`src/rtl/div_int_restore.sv`:
```
// Iterative signed restoring divider: one quotient bit per clock on operand
// magnitudes, then a single fixup cycle that applies signs and special cases.
module div_int_restore #(
  parameter int WIDTH = 32
) (
  input  logic             clk,
  input  logic             rst_n,
  input  logic             start,
  input  logic [WIDTH-1:0] a,
  input  logic [WIDTH-1:0] b,
  output logic             busy,
  output logic             done,
  output logic [WIDTH-1:0] q,
  output logic [WIDTH-1:0] r,
  output logic             div_zero,
  output logic             overflow
);

  localparam int CNT_W = (WIDTH > 1) ? $clog2(WIDTH) : 1;
  localparam logic [WIDTH-1:0] MIN_INT = {1'b1, {(WIDTH-1){1'b0}}};
  localparam logic [CNT_W-1:0] LAST_CNT = CNT_W'(WIDTH - 1);

  typedef enum logic [1:0] {S_IDLE, S_RUN, S_FIX} state_t;

  state_t r_state;
  state_t w_state_nxt;

  // Magnitude as unsigned WIDTH bits, so MIN_INT maps cleanly to 2^(WIDTH-1).
  function automatic logic [WIDTH-1:0] f_mag(input logic signed [WIDTH-1:0] x);
    return x[WIDTH-1] ? -x : x;
  endfunction

  function automatic logic [WIDTH-1:0] f_neg_if(input logic neg,
                                                 input logic [WIDTH-1:0] x);
    return neg ? -x : x;
  endfunction

  logic             r_sa;
  logic             r_sb;
  logic [WIDTH-1:0] r_dvd;
  logic [WIDTH-1:0] r_div;
  logic [WIDTH-1:0] r_rem;
  logic [WIDTH-1:0] r_a;
  logic [CNT_W-1:0] r_cnt;
  logic             r_dz_case;
  logic             r_ov_case;

  logic             r_busy;
  logic             r_done;
  logic [WIDTH-1:0] r_q;
  logic [WIDTH-1:0] r_r;
  logic             r_dz;
  logic             r_ov;

  logic             w_b_zero;
  logic             w_ovf;
  logic [WIDTH:0]   w_rem_sh;
  logic [WIDTH:0]   w_trial;
  logic             w_sub_ok;

  assign w_b_zero = (b == '0);
  assign w_ovf    = (a == MIN_INT) && (b == '1);
  assign w_rem_sh = {r_rem, r_dvd[WIDTH-1]};
  assign w_trial  = w_rem_sh - {1'b0, r_div};
  assign w_sub_ok = ~w_trial[WIDTH];

  always_ff @(posedge clk) begin
    if (!rst_n) r_state <= S_IDLE;
    else        r_state <= w_state_nxt;
  end

  always_comb begin
    w_state_nxt = r_state;
    case (r_state)
      S_IDLE: if (start) w_state_nxt = (w_b_zero || w_ovf) ? S_FIX : S_RUN;
      S_RUN:  if (r_cnt == LAST_CNT) w_state_nxt = S_FIX;
      S_FIX:  w_state_nxt = S_IDLE;
      default: w_state_nxt = S_IDLE;
    endcase
  end

  // Handshake and result registers; reset aborts any operation in flight.
  always_ff @(posedge clk) begin
    if (!rst_n) begin
      r_busy <= 1'b0;
      r_done <= 1'b0;
      r_q    <= '0;
      r_r    <= '0;
      r_dz   <= 1'b0;
      r_ov   <= 1'b0;
    end else begin
      r_done <= 1'b0;
      case (r_state)
        S_IDLE: if (start) r_busy <= 1'b1;
        S_FIX: begin
          r_busy <= 1'b0;
          r_done <= 1'b1;
          r_dz   <= r_dz_case;
          r_ov   <= r_ov_case;
          if (r_dz_case) begin
            r_q <= '1;
            r_r <= r_a;
          end else if (r_ov_case) begin
            r_q <= MIN_INT;
            r_r <= '0;
          end else begin
            r_q <= f_neg_if(r_sa ^ r_sb, r_dvd);
            r_r <= f_neg_if(r_sa, r_rem);
          end
        end
        default: ;
      endcase
    end
  end

  // Datapath: quotient bits shift into r_dvd as dividend bits shift out.
  always_ff @(posedge clk) begin
    case (r_state)
      S_IDLE: if (start) begin
        r_sa      <= a[WIDTH-1];
        r_sb      <= b[WIDTH-1];
        r_a       <= a;
        r_dvd     <= f_mag(a);
        r_div     <= f_mag(b);
        r_rem     <= '0;
        r_cnt     <= '0;
        r_dz_case <= w_b_zero;
        r_ov_case <= w_ovf && !w_b_zero;
      end
      S_RUN: begin
        r_rem <= w_sub_ok ? w_trial[WIDTH-1:0] : w_rem_sh[WIDTH-1:0];
        r_dvd <= {r_dvd[WIDTH-2:0], w_sub_ok};
        r_cnt <= r_cnt + 1'b1;
      end
      default: ;
    endcase
  end

  assign busy     = r_busy;
  assign done     = r_done;
  assign q        = r_q;
  assign r        = r_r;
  assign div_zero = r_dz;
  assign overflow = r_ov;

endmodule

```
`config.mk`:
```
export PLATFORM = sky130hd
export DESIGN_NAME = div_int_restore
export DESIGN_NICKNAME = d
export VERILOG_FILES = /design/src/rtl/div_int_restore.sv
export SDC_FILE = /design/constraint.sdc
export NUM_CORES = 1
export LEC_CHECK = 0
export ABC_AREA = 1
export BUFFER_PORTS_ARGS = -buffer_cell sky130_fd_sc_hd__clkbuf_2
export CORE_MARGIN = 3
export CORE_UTILIZATION = 67
export CTS_BUF_LIST = sky130_fd_sc_hd__clkbuf_4
export DETAILED_ROUTE_END_ITERATION = 7
export MAX_ROUTING_LAYER = met4
export PLACE_DENSITY = 0.9
export REMOVE_ABC_BUFFERS = 1
export SETUP_SLACK_MARGIN = 0.1
export SYNTH_ARGS = -nofsm -noshare
export SYNTH_HDL_FRONTEND = slang
export SYNTH_SLANG_ARGS = --single-unit
```
`constraint.sdc`:
```
create_clock -name clk -period 17.3 [get_ports clk]
set_clock_uncertainty 0.2 [all_clocks]
set_input_delay 0.865 -clock clk [delete_from_list [all_inputs] [get_ports clk]]
set_output_delay 0.865 -clock clk [all_outputs]
set_load 0.01 [all_outputs]
```
==> reports/results.tsv <==
stage	metric	value	unit
grt	wire length of the first global-routing pass	69.52	mm
clock_tree	depth of the CTS H-tree	2	
setup_path	most repeated library cell on the critical path	buf_4	
placed_design	dpl cells	2513	
power_and_ir_drop	net switching component of the power	1087	uW
setup_path	CP required	17.35	ns
power_and_ir_drop	switching part of the total	0.4644	
drt	remaining antenna violation count after routing	0	
drt	DRT Pass-1 Iters	6	
floorplanning	Top-Level Pins	135	
clock_tree	Sinks on Clock Net	206	
power_and_ir_drop	fraction of power consumed by sequential logic	0.337	
drt	met2 WL post-DR	18.68	mm
drt	DR iter-0 viols	1783	
power_and_ir_drop	Worst IR Drop VDD	0.1229	mV
clock_tree	CTS Hold Buffers Added	0	
logic_synthesis	post-synthesis cell area	14500	sq um
power_and_ir_drop	clock share of power	0.190	
grt	largest net degree at the start of global routing	75	
layout	proportion of layout cells with a drive suffix above 1	0.1176	
power_and_ir_drop	leakage power figure	0.007984	uW
drt	length of routed met3 wiring	5.535	mm
drt	highest layer used for signal routing	met4	
layout	most common library cell in the layout ignoring fill and taps	nand2_1	
timing	tightest slew margin relative to the limit	0.3413	
setup_path	Cell Chain, Critical Path	inv_1, nor2_4, buf_4, clkinv_1, nand2_2, buf_4	
setup_path	arrival time at the worst endpoint	3.79	ns
drt	Routed Wire Length	43.24	mm
logic_synthesis	unique cell type count in the Yosys netlist	43	
clock_tree	clock latency of the later-clocked register in the worst-skew pair	0.70	ns
clock_tree	number of buffers on the longest clock path	3	
grt	gr ovfl total	0	
floorplanning	starting density of the core	0.6856	
status	outcome	complete, no violations	
power_and_ir_drop	PnR Total Power	2341	uW
placed_design	Port-buffer cells	134	
logic_synthesis	synthesized instance count	2158	
power_and_ir_drop	internal power component	1254	uW
grt	via count of the first global-routing pass	14010	
setup_path	maximum fanout encountered on the critical timing path	69	
timing	final max-slew violation count	0	
power_and_ir_drop	Logic pwr share	0.473	
layout	sequential cell area	5485	sq um
run	maximum capacitance violations	0	
timing	upper clock frequency limit	267.5	MHz
logic_synthesis	Synth Register Bits	206	
layout	leading cell types in the layout, fill and taps excluded	642 x nand2_1, 325 x inv_1, 252 x nor2_1	
timing	setup repair after global routing missed its margin	no	
drt	average detailed-routed wire length per instance	16.53	um
floorplanning	total core area	21150	sq um
logic_synthesis	Synth Warn #	0	
setup_path	type of the worst setup path	flop to flop	
clock_tree	clock input transition at the sequential cells of the worst setup and hold paths	0.07	ns
setup_path	cell family with most CP delay	buffers and inverters	
drt	total vias in the final route	15090	
layout	Nets	2401	
grt	Total GRT Usage	0.3736	
drt	detailed-route wire length on metal 1	17.55	mm
grt	initial antenna violation count	2	
logic_synthesis	sequential cell area fraction in the yosys report	0.3782	
floorplanning	DIE HEIGHT	153.1	um
timing	Least-Margin Pin Slew	0.9796	ns
clock_tree	Post-CTS Resized	0	
layout	total of fill cells in the finished design	1726	
worst_hold_path	Hold/Removal Path Class	primary input to flop	
timing	setup TNS after final layout	0	ns
drt	total DRC errors in the routed layout	0	
timing	final critical-path share of the clock period	0.2161	
setup_path	cell with the biggest individual delay on the critical path	clkinv_1	
power_and_ir_drop	Pwr per Cell Area	145.7	nW/um^2
drt	vias per cell	5.768	
setup_path	largest stage delay on the critical path	0.97	ns
layout	final standard cell count with taps included and fillers excluded	2616	
placed_design	gpl congestion	1.001	
floorplanning	Horiz. Die Dim	153.1	um
floorplanning	number of core rows	53	
timing	number of setup violations in the final report	0	
layout	multi-input gate area in the final layout	7525	sq um
timing	minimum clock period after layout	3.739	ns
clock_tree	number of buffers added for setup after CTS	0	
placed_design	HPWL after detailed placement	33.01	mm
logic_synthesis	Syn Area/Cell	6.721	sq um
floorplanning	die area	23450	sq um
clock_tree	clock tree from TritonCTS	built	
clock_tree	clock root cell	clkbuf_4	
setup_path	CP Launch Type	flop	
clock_tree	cts bufs inserted	54	
setup_path	WP buf/inv	4	
layout	Synth-to-Final Area Change	10.82	%
timing	Final Hold Viols	0	
setup_path	crit path capture type	flop	
layout	core occupancy in the finished layout	0.7598	
## flip-flops by register name, indices dropped and copies added (netlist names)
register	count
r_state	2
div_zero	1
r_sb	1
overflow	1
r_dz_case	1
r_ov_case	1
busy	1
r_a	31
r_sa	1
r	32
r_cnt	5
r_dvd	32
done	1
r_rem	32
r_div	32
q	32
## power by group through the flow
stage	clock network (uW)	registers [uW]	logic (uW)
after floorplan	0	756	798
after global placement	0	790	1040
after detailed placement	0	792	1080
after CTS	448	782	1090
after global routing	477	796	1250
final	445	788	1110
## area by class of cell
cell class	instances	share of cell area
clock inverters	10	0.002880
well taps	275	0.02141
multi-input cells	1557	0.4682
clock buffers	91	0.04250
repair buffers	143	0.04593
inverters	332	0.07753
flip-flops and latches	206	0.3413
diodes	2	0.0003114
## logic make-up after synthesis
group	Yosys count	synth area share
fa+ha+maj	40	0.03502
compound gates	215	0.08213
simple gates	1237	0.3609
xor+xnor	65	0.03925
flops	206	0.3782
buf+inv	395	0.1046
## routing by layer
layer | GRT usage | up-vias
met5 | - | -
met4 | 0.1222 | 0
met3 | 0.09598 | 116
met2 | 0.5443 | 915
met1 | 0.5136 | 6794
li1 | - | 7263
## Yosys cell counts (all sizes together)
cell	instances	share of area
inv	329	0.085
xor2	52	0.031
nor2	260	0.068
nand4	38	0.016
dfxtp	70	0.097
a21oi	74	0.027
a31o	6	0.0036
o22ai	1	0.00043
a31oi	22	0.0095
ha	39	0.034
buf	21	0.0078
o21ai	93	0.032
a2111oi	1	0.00060
clkinv	3	0.00078
nand3b	4	0.0021
xnor2	13	0.0079
edfxtp	136	0.28
clkbuf	42	0.011
fa	1	0.0014
o31ai	5	0.0026
nand2	655	0.17
o21bai	3	0.0016
or2	7	0.0030
nor4	6	0.0026
and3	7	0.0030
nor3	23	0.0079
o21a	2	0.0010
a21o	3	0.0016
o211ai	5	0.0026
nand3	233	0.082
and2	4	0.0017
## path summary, 6_finish.rpt
path | from | end | slack, ns | depth (start not counted)
max | r_state[0] | r_rem[24] | 13.56 | 6
min | a[2] | r_a[2] | 0.18 | 1
max reg2reg | r_state[0] | r_rem[24] | 13.56 | 6
min reg2reg | div_zero | div_zero | 0.27 | 2
## stage by stage
| stage | cell area, sq um | setup WS (ns) | hold WS [ns] |
|---|---|---|---|
| finish | 16070 | 13.56 | 0.1783 |
| CTS | 16070 | 13.62 | 0.1543 |
| global placement | 15340 | 13.82 | 0.2513 |
| detailed placement | 15340 | 13.70 | 0.2575 |
| global route | 16070 | 13.34 | 0.1306 |
| floorplan | 14230 | 11.04 | 0.2900 |
## worst reg2reg max path, cell delays in order, from the launching register on
cell and delay [ns]:
dfxtp_1 0.34, inv_1 0.10, nor2_4 0.09, buf_4 0.54
clkinv_1 0.98, nand2_2 0.29, buf_4 0.75
Note: power is estimated with default switching activity, not from simulation.
